## src/rtl/spi_mult_pkg.sv

```systemverilog
// Shared types and frame-length helpers for the SPI multiplier peripheral.
package spi_mult_pkg;

    typedef enum logic [2:0] {
        ST_IDLE,
        ST_RX,
        ST_CALC,
        ST_TX,
        ST_HOLD
    } state_t;

    function automatic int rx_bits(input int w);
        return 2 * w;
    endfunction

    function automatic int gap_bits(input int w);
        return w;
    endfunction

    function automatic int tx_bits(input int w);
        return 2 * w;
    endfunction

    function automatic int cnt_width(input int w);
        return $clog2(5 * w + 1);
    endfunction

endpackage

```

## src/rtl/seq_mult.sv

```systemverilog
// Shift-add multiplier: one load cycle plus WIDTH add/shift cycles.
// Signed operands are multiplied as magnitudes and the result negated at the end.
module seq_mult
    import spi_mult_pkg::*;
#(
    parameter int WIDTH  = 4,
    parameter int SIGNED = 0
) (
    input  logic                 i_clk,
    input  logic                 i_rst,
    input  logic                 i_start,
    input  logic [WIDTH-1:0]     i_a,
    input  logic [WIDTH-1:0]     i_b,
    output logic [2*WIDTH-1:0]   o_prod,
    output logic                 o_done
);
    localparam int PW   = 2 * WIDTH;
    localparam int CNTW = $clog2(WIDTH + 1);

    logic [PW-1:0]    r_mc;
    logic [PW-1:0]    r_acc;
    logic [WIDTH-1:0] r_mp;
    logic [CNTW-1:0]  r_cnt;
    logic             r_neg;
    logic             r_busy;

    logic             w_a_neg;
    logic             w_b_neg;
    logic [WIDTH-1:0] w_a_mag;
    logic [WIDTH-1:0] w_b_mag;
    logic [PW-1:0]    w_sum;

    always_comb begin
        w_a_neg = (SIGNED != 0) && i_a[WIDTH-1];
        w_b_neg = (SIGNED != 0) && i_b[WIDTH-1];
        // Magnitude of the most negative value still fits as an unsigned WIDTH-bit number
        w_a_mag = w_a_neg ? (~i_a + WIDTH'(1)) : i_a;
        w_b_mag = w_b_neg ? (~i_b + WIDTH'(1)) : i_b;
        w_sum   = r_acc + (r_mp[0] ? r_mc : '0);
        o_prod  = r_neg ? (~w_sum + PW'(1)) : w_sum;
        o_done  = r_busy && (r_cnt == CNTW'(1));
    end

    always_ff @(posedge i_clk) begin
        if (i_rst) begin
            r_mc   <= '0;
            r_acc  <= '0;
            r_mp   <= '0;
            r_cnt  <= '0;
            r_neg  <= 1'b0;
            r_busy <= 1'b0;
        end else if (i_start) begin
            r_mc   <= PW'(w_a_mag);
            r_mp   <= w_b_mag;
            r_acc  <= '0;
            r_neg  <= w_a_neg ^ w_b_neg;
            r_cnt  <= CNTW'(WIDTH);
            r_busy <= 1'b1;
        end else if (r_busy) begin
            r_acc <= w_sum;
            r_mc  <= {r_mc[PW-2:0], 1'b0};
            r_mp  <= r_mp >> 1;
            r_cnt <= r_cnt - CNTW'(1);
            if (r_cnt == CNTW'(1)) begin
                r_busy <= 1'b0;
            end
        end
    end

endmodule

```

## src/rtl/spi_mult_periph.sv

```systemverilog
// SPI-slave multiplier: receives A and B on MOSI, waits WIDTH SCLK periods,
// returns the 2*WIDTH-bit product on MISO. All SPI pins are oversampled in i_clk.
//
//   state   | meaning
//   --------+------------------------------------------------------
//   IDLE    | waiting for CS high (only after CS seen low since reset)
//   RX      | shifting 2*WIDTH operand bits in on rising SCLK
//   CALC    | multiplier running, counting WIDTH gap edges
//   TX      | product out on falling SCLK, 2*WIDTH rising edges
//   HOLD    | frame complete, ignore SCLK until CS low
module spi_mult_periph
    import spi_mult_pkg::*;
#(
    parameter int WIDTH       = 4,
    parameter int SIGNED      = 0,
    parameter int SYNC_STAGES = 2
) (
    input  logic i_clk,
    input  logic i_rst,
    input  logic i_sclk,
    input  logic i_cs,
    input  logic i_mosi,
    output logic o_miso,
    output logic o_busy,
    output logic o_done
);
    localparam int PW       = 2 * WIDTH;
    localparam int RX_BITS  = rx_bits(WIDTH);
    localparam int GAP_BITS = gap_bits(WIDTH);
    localparam int TX_BITS  = tx_bits(WIDTH);
    localparam int CW       = cnt_width(WIDTH);

    logic [SYNC_STAGES-1:0] r_sclk_sync;
    logic [SYNC_STAGES-1:0] r_cs_sync;
    logic [SYNC_STAGES-1:0] r_mosi_sync;
    logic [SYNC_STAGES-1:0] r_fill;
    logic                   r_sclk_d;
    logic                   r_armed;

    state_t         r_state;
    logic [CW-1:0]  r_cnt;
    logic [PW-1:0]  r_rx;
    logic [PW-1:0]  r_tx;
    logic [PW-1:0]  r_prod;
    logic           r_start;
    logic           r_miso;
    logic           r_busy;
    logic           r_done;

    logic           w_sclk_s;
    logic           w_cs_s;
    logic           w_mosi_s;
    logic           w_rise;
    logic           w_fall;
    logic [PW-1:0]  w_prod;
    logic           w_mult_done;

    assign w_sclk_s = r_sclk_sync[SYNC_STAGES-1];
    assign w_cs_s   = r_cs_sync[SYNC_STAGES-1];
    assign w_mosi_s = r_mosi_sync[SYNC_STAGES-1];
    assign w_rise   = w_sclk_s & ~r_sclk_d;
    assign w_fall   = ~w_sclk_s & r_sclk_d;

    assign o_miso = r_miso;
    assign o_busy = r_busy;
    assign o_done = r_done;

    // r_fill marks when the synchroniser holds real pin values again after reset
    always_ff @(posedge i_clk) begin
        if (i_rst) begin
            r_sclk_sync <= '0;
            r_cs_sync   <= '0;
            r_mosi_sync <= '0;
            r_fill      <= '0;
            r_sclk_d    <= 1'b0;
        end else begin
            r_sclk_sync <= {r_sclk_sync[SYNC_STAGES-2:0], i_sclk};
            r_cs_sync   <= {r_cs_sync[SYNC_STAGES-2:0], i_cs};
            r_mosi_sync <= {r_mosi_sync[SYNC_STAGES-2:0], i_mosi};
            r_fill      <= {r_fill[SYNC_STAGES-2:0], 1'b1};
            r_sclk_d    <= w_sclk_s;
        end
    end

    seq_mult #(
        .WIDTH  (WIDTH),
        .SIGNED (SIGNED)
    ) u_mult (
        .i_clk   (i_clk),
        .i_rst   (i_rst),
        .i_start (r_start),
        .i_a     (r_rx[PW-1 -: WIDTH]),
        .i_b     (r_rx[WIDTH-1:0]),
        .o_prod  (w_prod),
        .o_done  (w_mult_done)
    );

    always_ff @(posedge i_clk) begin
        if (i_rst) begin
            r_prod <= '0;
        end else if (w_mult_done) begin
            r_prod <= w_prod;
        end
    end

    always_ff @(posedge i_clk) begin
        if (i_rst) begin
            r_state <= ST_IDLE;
            r_cnt   <= '0;
            r_rx    <= '0;
            r_tx    <= '0;
            r_start <= 1'b0;
            r_miso  <= 1'b0;
            r_busy  <= 1'b0;
            r_done  <= 1'b0;
            r_armed <= 1'b0;
        end else begin
            r_start <= 1'b0;
            r_done  <= 1'b0;
            if (r_fill[SYNC_STAGES-1] && !w_cs_s) begin
                r_armed <= 1'b1;
            end

            if (r_state != ST_IDLE && !w_cs_s) begin
                r_state <= ST_IDLE;
                r_cnt   <= '0;
                r_rx    <= '0;
                r_tx    <= '0;
                r_miso  <= 1'b0;
                r_busy  <= 1'b0;
            end else begin
                case (r_state)
                    ST_IDLE: begin
                        if (w_cs_s && r_armed) begin
                            r_state <= ST_RX;
                            r_cnt   <= '0;
                            r_busy  <= 1'b1;
                        end
                    end
                    ST_RX: begin
                        if (w_rise) begin
                            r_rx <= {r_rx[PW-2:0], w_mosi_s};
                            if (r_cnt == CW'(RX_BITS - 1)) begin
                                r_state <= ST_CALC;
                                r_cnt   <= '0;
                                r_start <= 1'b1;
                            end else begin
                                r_cnt <= r_cnt + CW'(1);
                            end
                        end
                    end
                    ST_CALC: begin
                        if (w_rise) begin
                            if (r_cnt == CW'(GAP_BITS - 1)) begin
                                r_state <= ST_TX;
                                r_cnt   <= '0;
                                r_tx    <= r_prod;
                            end else begin
                                r_cnt <= r_cnt + CW'(1);
                            end
                        end
                    end
                    ST_TX: begin
                        if (w_fall) begin
                            r_miso <= r_tx[PW-1];
                            r_tx   <= {r_tx[PW-2:0], 1'b0};
                        end
                        if (w_rise) begin
                            if (r_cnt == CW'(TX_BITS - 1)) begin
                                r_state <= ST_HOLD;
                                r_cnt   <= '0;
                                r_miso  <= 1'b0;
                                r_busy  <= 1'b0;
                                r_done  <= 1'b1;
                            end else begin
                                r_cnt <= r_cnt + CW'(1);
                            end
                        end
                    end
                    ST_HOLD: begin
                        r_miso <= 1'b0;
                    end
                    default: begin
                        r_state <= ST_IDLE;
                    end
                endcase
            end
        end
    end

endmodule

```

## config.mk

```make
export PLATFORM = sky130hd
export DESIGN_NAME = spi_mult_periph
export DESIGN_NICKNAME = d
export VERILOG_FILES = /design/src/rtl/spi_mult_pkg.sv /design/src/rtl/seq_mult.sv /design/src/rtl/spi_mult_periph.sv
export SDC_FILE = /design/constraint.sdc
export NUM_CORES = 1
export LEC_CHECK = 0
export CORE_UTILIZATION = 55
export DETAILED_ROUTE_END_ITERATION = 16
export PLACE_DENSITY = 0.75
export SYNTH_ARGS = -nofsm -noshare
export SYNTH_HDL_FRONTEND = slang
export SYNTH_SLANG_ARGS = --single-unit
```

## constraint.sdc

```tcl
create_clock -name i_clk -period 2.4 [get_ports i_clk]
set_clock_uncertainty 0.2 [all_clocks]
set_input_delay 0.6 -clock i_clk [delete_from_list [all_inputs] [get_ports i_clk]]
set_output_delay 0.6 -clock i_clk [all_outputs]
set_load 0.1 [all_outputs]
```

==> flow_metrics.env <==
export IMPL_outcome="finished clean"
export IMPL_synthAdderAreaFrac_pct=4.64
export IMPL_pin_count=8
export IMPL_setup_violations=0
export IMPL_fin_nets=376
export IMPL_ant_nets=0
export IMPL_fillers=461
export IMPL_synth_xor_xnor_area_share_pct=2.24
export IMPL_cts_setup_buffers=0
export IMPL_start_util_pct=56.8
export IMPL_routabilityCongestion=0.877
export IMPL_finalPower_mw=2.29
export IMPL_worstSetupPathType="flop to flop"
export IMPL_reg2reg_depth=8
export IMPL_diodes=0
export IMPL_ctsHoldBuffers=0
export IMPL_area_growth_pct=13.8
export IMPL_synth_area_leaders="dfxtp_1 (45%), mux2i_1 (8.6%), nor2_1 (7.0%)"
export IMPL_ir_worst_vdd_mv=0.468
export IMPL_period_share_pct=96.1
export IMPL_stdcell_count=437
export IMPL_cpPeakStageDelay_ns=0.64
export IMPL_worstMarginPinSlew_ns=0.633
export IMPL_dp_cells=421
export IMPL_timing_fmax_ghz=0.434
export IMPL_grt_pass1_vias=2187
export IMPL_worst_setup_path_end_kind="flop"
export IMPL_syn_area_um2=3130
export IMPL_rows=27
export IMPL_synth_edf_count=0
export IMPL_antenna_found_initial=0
export IMPL_io_buffers=7
export IMPL_routed_wl_mm=5.79
export IMPL_grt_use_total_pct=20.9
export IMPL_drc=0
export IMPL_slew_headroom_pct=57.7
export IMPL_cts_tree="done"
export IMPL_die_area_um2=5990
export IMPL_clkTransAtPathRegs_ns=0.08
export IMPL_ys_warn_count=0
export IMPL_finalSetupTns_ns=0
export IMPL_hp_class="flop to flop"
export IMPL_wire_per_inst_um=13.2
export IMPL_synth_top_area_share_pct=44.8
export IMPL_num_vias=2353
export IMPL_hpwlAfterDp_mm=3.94
export IMPL_syn_inst=351
export IMPL_drive_gt1_share_pct=12.6
export IMPL_cts_inserted_buffers=9
export IMPL_start_kind="flop"
export IMPL_arrival_ns=2.39
export IMPL_grt_max_degree=28
export IMPL_synth_fp_nets=367
export IMPL_finalCriticalPeriod_ns=2.31
export IMPL_post_synth_top_area_cell="dfxtp_1"
export IMPL_cts_buffer_depth=2
export IMPL_path_cells="buf_4 -> and2_1 -> ha_1 -> o21ai_0 -> or4b_2 -> o311ai_2 -> nand2_1 -> a21oi_1"
export IMPL_synth_top_family_by_area="simple AND/OR/NAND/NOR gates"
export IMPL_critPathTopFamily="simple AND/OR/NAND/NOR gates"
export IMPL_p_per_area_nw_per_um2=645
export IMPL_die_w_um=77.4
export IMPL_muxShareOfSynthArea_pct=9.00
export IMPL_synthArstFlopShare_pct=0
export IMPL_slew_viol_final=0
export IMPL_crit_slowest_cell="or4b_2"
export IMPL_drt_iter0_drc=75
export IMPL_path_max_fanout=6
export IMPL_required_ns=2.48
export IMPL_viasPerCell=5.38
export IMPL_grt_pass1_wl_mm=9.96
export IMPL_fp_dieH_um=77.4
export IMPL_synth_flop_cell="dfxtp_1"
export IMPL_dr_pass1_iters=4
export IMPL_cp_depth=8
export IMPL_ys_ff_latch=70
export IMPL_max_cap_viol_count=0
export IMPL_clock_latency_ns=0.34
export IMPL_seq_area_frac_synth_pct=44.8
export IMPL_hold_viol=0
export IMPL_final_util_pct=64.6
export IMPL_core_region_area_um2=5510
export IMPL_p_leak_nw=1.23
export IMPL_path_buf_inv=1
export IMPL_h_tree_depth=3
export IMPL_holdPathStages=1
export IMPL_yosys_area_share_simple_pct=23.8
export IMPL_synth_cell_types=44
export IMPL_grt_ovfl_total=0
export IMPL_clock_sinks=70
export IMPL_synth_avg_cell_area_um2=8.91
export IMPL_fin_hold_ws_ns=0.245
export IMPL_cts_root_buf="clkbuf_8"
export IMPL_synth_compound_area_share_pct=11.8
worst reg2reg max path, cell delays in order, from the launching register on:
cell and delay [ns]:
dfxtp_1 0.33, buf_4 0.15, and2_1 0.15, ha_1 0.32, o21ai_0 0.13, or4b_2 0.64, o311ai_2 0.12, nand2_1 0.09
a21oi_1 0.13
per-layer routing:
metal	wire (um)	vias to the layer above	track usage [%]
li1	-	1228	-
met1	2930	1091	27.6
met2	2610	27	32.2
met3	161	7	5.29
met4	83	0	9.06
met5	0	-	0
timing repair:
action                                  CTS  global route
pin swaps                                 0             1
endpoints found under the setup margin    2             8
gates resized for setup                   1             8
hold endpoints to repair                  0             0
flip-flops by register name (all words and copies together) (netlist names), 3 cells and up:
signal,count
r_prod,8
r_rx,8
r_tx,8
u_mult.r_acc,8
u_mult.r_mc,8
r_cnt,5
u_mult.r_mp,4
r_state,3
u_mult.r_cnt,3
placed cells by master, fill, tap and decap left out, types with 2 or more instances in the layout:
master	instances
dfxtp_2	2
nor3b_1	6
nand2b_1	4
and2_1	9
nand3_1	11
a311oi_2	2
nand2_1	30
a21oi_1	26
bufinv_16	2
ha_1	7
dfxtp_1	68
or2_2	3
a311oi_1	6
xnor2_1	7
a211oi_1	6
nor2_1	58
clkdlybuf4s50_1	4
clkbuf_8	10
nand3b_1	4
o21ai_0	4
inv_1	7
nor2b_1	11
ha_4	2
nor3_1	5
a21o_1	2
mux2i_1	27
buf_4	14
or3_1	3
path summary, 6_finish.rpt:
path	startpoint	endpoint	slack (ns)
worst max-delay path	u_mult.r_mp[0]$_SDFFE_PP0P_	r_prod[6]$_SDFFE_PP0P_	0.09
worst min-delay path	r_fill[0]$_DFF_P_	r_fill[1]$_SDFF_PP0_	0.25
worst max register to register	u_mult.r_mp[0]$_SDFFE_PP0P_	r_prod[6]$_SDFFE_PP0P_	0.09
worst min register to register	r_fill[0]$_DFF_P_	r_fill[1]$_SDFF_PP0_	0.25
synth_stat cells (all sizes together) (2+ instances only):
cell,count
or4b,2
nor2b,11
ha,10
a311oi,8
nand3b,4
o21ai,5
a21oi,26
nand3,11
a211oi,7
dfxtp,70
and2,9
clkbuf,16
or2,3
a21o,2
inv,7
nor2,58
nand2b,4
xnor2,7
nor3,5
buf,5
or3,3
nand2,30
nor3b,7
mux2i,27
cells by family (layout without fill, tap and decap cells):
| group | Yosys count | after routing |
|---|---|---|
| muxes | 28 | 28 |
| AOI/OAI and AO/OA | 56 | 56 |
| xor gates and xnor gates | 8 | 8 |
| and+or+nand+nor | 150 | 150 |
| adders and majority gates | 11 | 11 |
| buffers and inverters | 28 | 42 |
| DFF | 70 | 70 |
where the power goes:
group          leakage (nW)  switching, mW  internal (mW)  total (mW)
registers             0.567        0.00389           1.17        1.17
logic                 0.551         0.0318         0.0197      0.0516
clock network         0.110          0.453          0.616        1.07
total                  1.23          0.489           1.80        2.29
cell type report:
type                    count  area (um^2)  share of cell area (%)
clock inverters             5         81.3                    2.29
repair buffers             19          165                    4.64
flip-flops and latches     70         1400                    39.5
clock buffers              11          141                    3.97
multi-input cells         253         1650                    46.4
well taps                  72         90.1                    2.53
inverters                   7         26.3                   0.738
per-stage QoR:
step                instance area, um^2  setup slack [ns]
floorplan                          3130             0.132
global placement                   3290           0.00901
detailed placement                 3290           -0.0769
CTS                                3520            0.0167
global route                       3560          -0.00375
finish                             3560            0.0942
Power figures use the tool's default switching activity.
